==> config.mk <==
export PLATFORM = sky130hd
export DESIGN_NAME = fifo_param
export DESIGN_NICKNAME = d
export VERILOG_FILES = /design/src/rtl/fifo_param.sv
export SDC_FILE = /design/constraint.sdc
export NUM_CORES = 1
export LEC_CHECK = 0
export CAP_MARGIN = 30
export CORE_MARGIN = 4
export CORE_UTILIZATION = 50
export DETAILED_ROUTE_END_ITERATION = 12
export DONT_BUFFER_PORTS = 1
export GPL_ROUTABILITY_DRIVEN = 0
export MAX_ROUTING_LAYER = met4
export PLACE_DENSITY = 0.78
export SLEW_MARGIN = 10
export SYNTH_ARGS = -nofsm -noshare
export SYNTH_HDL_FRONTEND = slang
export SYNTH_SLANG_ARGS = --single-unit
export TNS_END_PERCENT = 10
==> constraint.sdc <==
create_clock -name clk -period 2.2 [get_ports clk]
set_input_delay 0.66 -clock clk [delete_from_list [all_inputs] [get_ports clk]]
set_output_delay 0.66 -clock clk [all_outputs]
set_load 0.1 [all_outputs]
==> src/rtl/fifo_param.sv <==
// ---------------------------------------------------------------------------
// fifo_param
//   Parametrised single-clock FIFO for the PCIe transmit-layer datapath,
//   between the lane distributors and the transmit serialisers.
//   Depth D = 2**address_width words of data_width bits.
//
//   Optional build macro:
//     FIFO_FWFT_EN  first-word fall-through: data_out shows the head word
//                   combinationally and data_valid = !empty_fifo; rd_enable
//                   pops the displayed word. When undefined, reads are
//                   registered: data_out/data_valid update on the edge that
//                   accepts the read.
//
//   Ports
//     clk                  clock, all state on rising edge
//     reset                asynchronous, active-low; clears pointers/count/error
//     wr_enable, data_in   write request and data
//     rd_enable            read request (pop in FWFT mode)
//     almost_full_thresh   almost_full_fifo  when data_count >= thresh
//     almost_empty_thresh  almost_empty_fifo when data_count <= thresh
//     data_out, data_valid read data and its valid strobe
//     data_count           occupancy 0..D
//     full_fifo, empty_fifo, almost_full_fifo, almost_empty_fifo  status flags
//     error                sticky: set on rejected write or rejected read
// ---------------------------------------------------------------------------
module fifo_param #(
    parameter int data_width    = 6,
    parameter int address_width = 2
) (
    input  logic                   clk,
    input  logic                   reset,
    input  logic                   wr_enable,
    input  logic                   rd_enable,
    input  logic [data_width-1:0]  data_in,
    input  logic [address_width:0] almost_full_thresh,
    input  logic [address_width:0] almost_empty_thresh,
    output logic [data_width-1:0]  data_out,
    output logic                   data_valid,
    output logic [address_width:0] data_count,
    output logic                   full_fifo,
    output logic                   empty_fifo,
    output logic                   almost_full_fifo,
    output logic                   almost_empty_fifo,
    output logic                   error
);

    localparam int DEPTH = 1 << address_width;
    localparam logic [address_width:0]   DEPTH_C = DEPTH[address_width:0];
    localparam logic [address_width:0]   CNT_ONE = {{address_width{1'b0}}, 1'b1};
    localparam logic [address_width-1:0] PTR_ONE = {{(address_width-1){1'b0}}, 1'b1};

    logic [data_width-1:0]    mem [DEPTH];
    logic [address_width-1:0] wr_ptr;
    logic [address_width-1:0] rd_ptr;
    logic                     rd_acc;
    logic                     wr_acc;

    // Status flags decode the registered count only; the pointers alone
    // cannot tell full from empty once they wrap onto each other.
    assign empty_fifo        = (data_count == '0);
    assign full_fifo         = (data_count == DEPTH_C);
    assign almost_full_fifo  = (data_count >= almost_full_thresh);
    assign almost_empty_fifo = (data_count <= almost_empty_thresh);

    // No read-through-write bypass: an empty FIFO never accepts a read.
    // A full FIFO may still take a write when the same edge pops a word.
    assign rd_acc = rd_enable && !empty_fifo;
    assign wr_acc = wr_enable && (!full_fifo || rd_acc);

    // Storage is not reset; stale words are unreachable once pointers clear.
    always_ff @(posedge clk) begin
        if (wr_acc)
            mem[wr_ptr] <= data_in;
    end

    always_ff @(posedge clk or negedge reset) begin
        if (!reset) begin
            wr_ptr     <= '0;
            rd_ptr     <= '0;
            data_count <= '0;
            error      <= 1'b0;
        end else begin
            if (wr_acc)
                wr_ptr <= wr_ptr + PTR_ONE;
            if (rd_acc)
                rd_ptr <= rd_ptr + PTR_ONE;
            case ({wr_acc, rd_acc})
                2'b10:   data_count <= data_count + CNT_ONE;
                2'b01:   data_count <= data_count - CNT_ONE;
                default: data_count <= data_count;
            endcase
            if ((wr_enable && !wr_acc) || (rd_enable && !rd_acc))
                error <= 1'b1;
        end
    end

`ifdef FIFO_FWFT_EN
    // Head word is always on the output; rd_enable acknowledges it.
    assign data_out   = mem[rd_ptr];
    assign data_valid = !empty_fifo;
`else
    // Registered read: word and strobe appear on the accepting edge;
    // data_out holds its last value between reads.
    always_ff @(posedge clk or negedge reset) begin
        if (!reset) begin
            data_out   <= '0;
            data_valid <= 1'b0;
        end else begin
            data_valid <= rd_acc;
            if (rd_acc)
                data_out <= mem[rd_ptr];
        end
    end
`endif

endmodule

## Word-level counts from Yosys, hierarchy flattened

Memory sizes are Yosys's and may differ from the RTL's. A register that Yosys moved wholly into a read port is not among the register bits.
Cells that the tools add are included.

| storage, ports and cells | value |
|---|---|
| register bits | 9 |
| RAM bits | 24 |
| input bits | 16 |
| output and inout port bits | 15 |
| logic and storage cells | 31 |
| memories kept | 1 |

Memories:

| name | words | bits a word | read ports | clocked after Yosys merged registers in | write ports | line | text |
|---|---|---|---|---|---|---|---|
| mem | 4 | 6 | 1 | 1 | 1 | 52 | `logic [data_width-1:0] mem [DEPTH];` |

| cells by class | value |
|---|---|
| add/sub/neg operators | 4 |
| order comparisons | 2 |
| equality and inequality tests | 3 |
| muxes and demuxes | 3 |
| reductions and logical operators | 13 |

Operators with widths:

| kind | count |
|---|---|
| 3-bit one-hot mux with 2 select lines | 1 |
| 1-bit logical NOT | 5 |
| 2-bit by 1-bit adder with 2-bit output (second input constant) | 2 |
| 1-bit logical AND | 4 |
| 3-bit by 1-bit adder with 3-bit output (second input constant) | 1 |
| 3-bit equality test (second input constant) | 1 |
| 3-bit greater-or-equal comparator | 1 |
| 3-bit <= comparator | 1 |
| 3-bit logical NOT | 1 |
| 3-bit by 1-bit subtractor with 3-bit output (second input constant) | 1 |
| 2-bit by 1-bit equality test with 1-bit output (second input constant) | 1 |
| 2-bit equality test (second input constant) | 1 |
| 1-bit logical OR | 2 |
| 1-bit 2-to-1 mux | 2 |
| 2-bit nonzero test | 1 |

## Longest topological paths before layout

| logic depth | value |
|---|---|
| depth after elaboration | 8 |
| mapped depth | 8 |
| mapped depth without buffers | 6 |

## Least setup slack after synthesis

Ideal clock, no wire load.

| timing path | value |
|---|---|
| path kind | register -> output |
| from | register data_count[1] |
| to | output port almost_empty_fifo |
| data arrival time | 3780 ps |
| data required time | 1540 ps |
| path slack | -2240 ps |
| stages on the path, launching flop included | 5 |
| buffers on the path | 0 |
| cell sequence | dfrtp_1 > ha_1 > nor2b_1 > o21a_1 > o21ai_0 |

| on the way | value |
|---|---|
| word-level cells in the longest chain between the ends | 1 |

Ends and longest elaborated chain:

| item | line | text |
|---|---|---|
| from (decl) | 39 | `output logic [address_width:0] data_count,` |
| from (signal assigned) | 88 | `2'b10: data_count <= data_count + CNT_ONE;` |
| from (signal assigned) | 89 | `2'b01: data_count <= data_count - CNT_ONE;` |
| from (signal assigned) | 90 | `default: data_count <= data_count;` |
| 3-bit <= comparator | 63 | `assign almost_empty_fifo = (data_count <= almost_empty_thresh);` |
| to (decl) | 43 | `output logic almost_empty_fifo,` |

No other way between the ends.

## Worst setup path in the final report

Ends and elaborated chain as after synthesis.

==> impl_metrics.yaml <==
run_status:
  status: "finished with violations"
  violations: "negative setup slack"
place:
  dp_cells: 169
  numPortBuffers: 0
  dp.final_hpwl_um: 2330
detailed_routing:
  viasPerCell: 5.51
  drt_iter0_markers: 42
  drcViolationCount: 0
  via_count: 1003
  finalWirelength_um: 3290
  wl_per_cell_um: 18.1
  antenna_left: 0
  first_pass_iters: 4
worst_setup_path:
  arrival_ns: 1.74
  r2r.worst_path.cells: 7
  cp.required_ns: 1.54
  crit_start: "data_count[1]"
  crit_type: "flip-flop to primary output"
  timing.rr.end: "data_count[2]"
  r2r_start: "data_count[1]"
  start_kind: "flip-flop"
  r2r_slack_ns: 0.02
  end_kind: "primary output"
  cp_max_fo: 3
  crit_path_end: "almost_empty_fifo"
floorplan:
  start_util_pct: 52.7
  die_h_um: 68.0
  core_area_um2: 3420
  die_w_um: 68.0
  row_count: 21
  dieArea_um2: 4620
  io_pins: 31
global_routing:
  grt_pass1_wl_um: 5110
  overflow: 0
  antenna_found_initial: 0
  grt_pass1_vias: 1049
  grt_use_total_pct: 16.1
  grt_max_degree: 15
synthesis:
  synth_cells: 118
  synth_area_um2: 1800
  synth_nets: 145
  synth_edf_count: 24
  synth_seq_cells: 39
  ys_top_cells_by_area: "edfxtp_1, dfrtp_1, mux4_2"
  yosys-top-cells-count: "edfxtp_1, dfrtp_1, ha_1, inv_1"
  synth-async-reset-ratio_pct: 38.5
  synth_ff_type: "edfxtp_1"
  seq_area_frac_synth_pct: 60.9
  synth.largest_area_cell: "edfxtp_1"
  yosysTopAreaCellShare_pct: 40.1
  avgSynthCellArea_um2: 15.2
  ys_types: 33
  yosysMostFrequentCell: "edfxtp_1"
  ys_warn_count: 0
min_path:
  hold_class: "input port to flip-flop"
  min_from: "data_in[1]"
timing:
  tightest_slew_ns: 0.909
  rsz0062_at_grt: "yes"
  final.period_utilization_pct: 109
  layout_min_cycle_time_ns: 2.40
  fin_ws_ns: -0.197
  fin_skew_ns: 0.0178
  fmax_mhz: 417
  hold_violations: 0
  setup_viol: 4
  relSlewSlack_pct: 39.4
  final_max_slew_viol_count: 0
final_layout:
  drive_gt1_share_pct: 35.3
  layoutNonFillerInstCount: 182
  n_antenna_cell: 0
  num-nets-final: 162
  final_core_util_pct: 63.1
  fillCellCount: 242
  syn2layout_area_growth_pct: 19.7
clock_network:
  cts_tree: "yes"
  numClockSinks: 39
  clock-root-buffer: "clkbuf_4"
  cts_buffers: 5
  cts.path.max_buffers: 2
  path_clk_slew_ns: 0.12
  clock_latency_ns: 0.34
  htreeDepth: 2
job:
  maxCapViolCount: 0
## stage by stage
stage	setup slack, ns	area, µm²	hold WS [ns]	setup TNS, ns
after floorplan	-0.267	1840	0.364	-1.14
after global placement	-0.0736	1980	0.365	-0.0931
after detailed placement	-0.0865	1980	0.365	-0.143
after CTS	-0.219	2120	0.000845	-0.851
after global routing	-0.255	2150	0.375	-0.947
final	-0.197	2150	0.407	-0.660
## timing repair
item / 4_1_cts / 5_1_grt
hold buffers: 1 / 1
hold endpoints to repair: 14 / 1
buffers inserted: 3 / 0
endpoints found under the setup margin: 4 / 5
pin swaps: 5 / 1
gates resized for setup: 5 / 4
## critical path, cell delays in order (launching register included)
cell and delay, ns:
dfrtp_4 0.53, ha_4 0.22, nor2b_1 0.12, o21a_1 0.19, o21ai_4 0.15, buf_12 0.19
## area by class of cell
class	instances	area, µm²	area share, %
timing repair buffer	15	166	7.72
clock buffer	5	37.5	1.74
sequential	39	1110	51.4
inverter	10	40.0	1.86
multi-input combinational	64	702	32.6
tap	46	57.6	2.67
clock inverter	3	43.8	2.03
## logic make-up after synthesis
family | after synthesis | synth area share (%)
AOI/OAI and AO/OA | 13 | 5.42
and+or+nand+nor | 21 | 6.61
buffers and inverters | 15 | 3.89
xor gates and xnor gates | 5 | 2.43
DFF | 39 | 60.9
muxes | 14 | 12.7
adders and majority gates | 11 | 8.07
## registers in the layout, indices dropped and copies added, names as in the netlist
| name | count |
|---|---|
| data_out | 6 |
| mem | 24 |
| data_valid | 1 |
| error | 1 |
| rd_ptr | 2 |
| wr_ptr | 2 |
| data_count | 3 |
## worst min path at each step
stage | end | slack (ns) | depth (start not counted)
global placement | data_valid | 0.36 | 0
floorplan | data_out[0] | 0.36 | 0
detailed placement | data_out[4] | 0.36 | 0
finish | mem[1][1] | 0.41 | 0
CTS | wr_ptr[1] | 0.0008 | 0
global route | mem[1][1] | 0.37 | 0
## metal layers
metal | vias to the layer above | wire, µm | track usage (%)
met5 | - | 0 | -
met4 | 0 | 0 | 2.98
met3 | 0 | 181 | 5.58
met2 | 27 | 1780 | 27.8
met1 | 510 | 1320 | 18.2
li1 | 466 | - | -
## placed cells by master (no fill, tap or decap), types with 2 or more instances in the layout
cell           netlist  routed
a21o_1               3       2
and2_1               4       4
buf_12               0       3
buf_4                1       7
buf_6                1       3
clkbuf_4             0       5
dfrtp_1             15      12
dfrtp_4              0       3
dlygate4sd3_1        0       2
edfxtp_1            24      24
ha_1                10       7
ha_4                 0       3
inv_1               10       8
mux2_2               6       6
mux4_2               6       6
nand2_1              2       2
nand3_1              3       3
nor2_2               0       2
nor2b_1              2       2
o2111ai_1            2       2
o21ai_0              3       2
o31a_1               2       2
xnor2_1              2       2
xor2_1               3       3
Power is not shown: default switching activity piles up to over one toggle a cycle in this logic, so the estimate is an artifact.
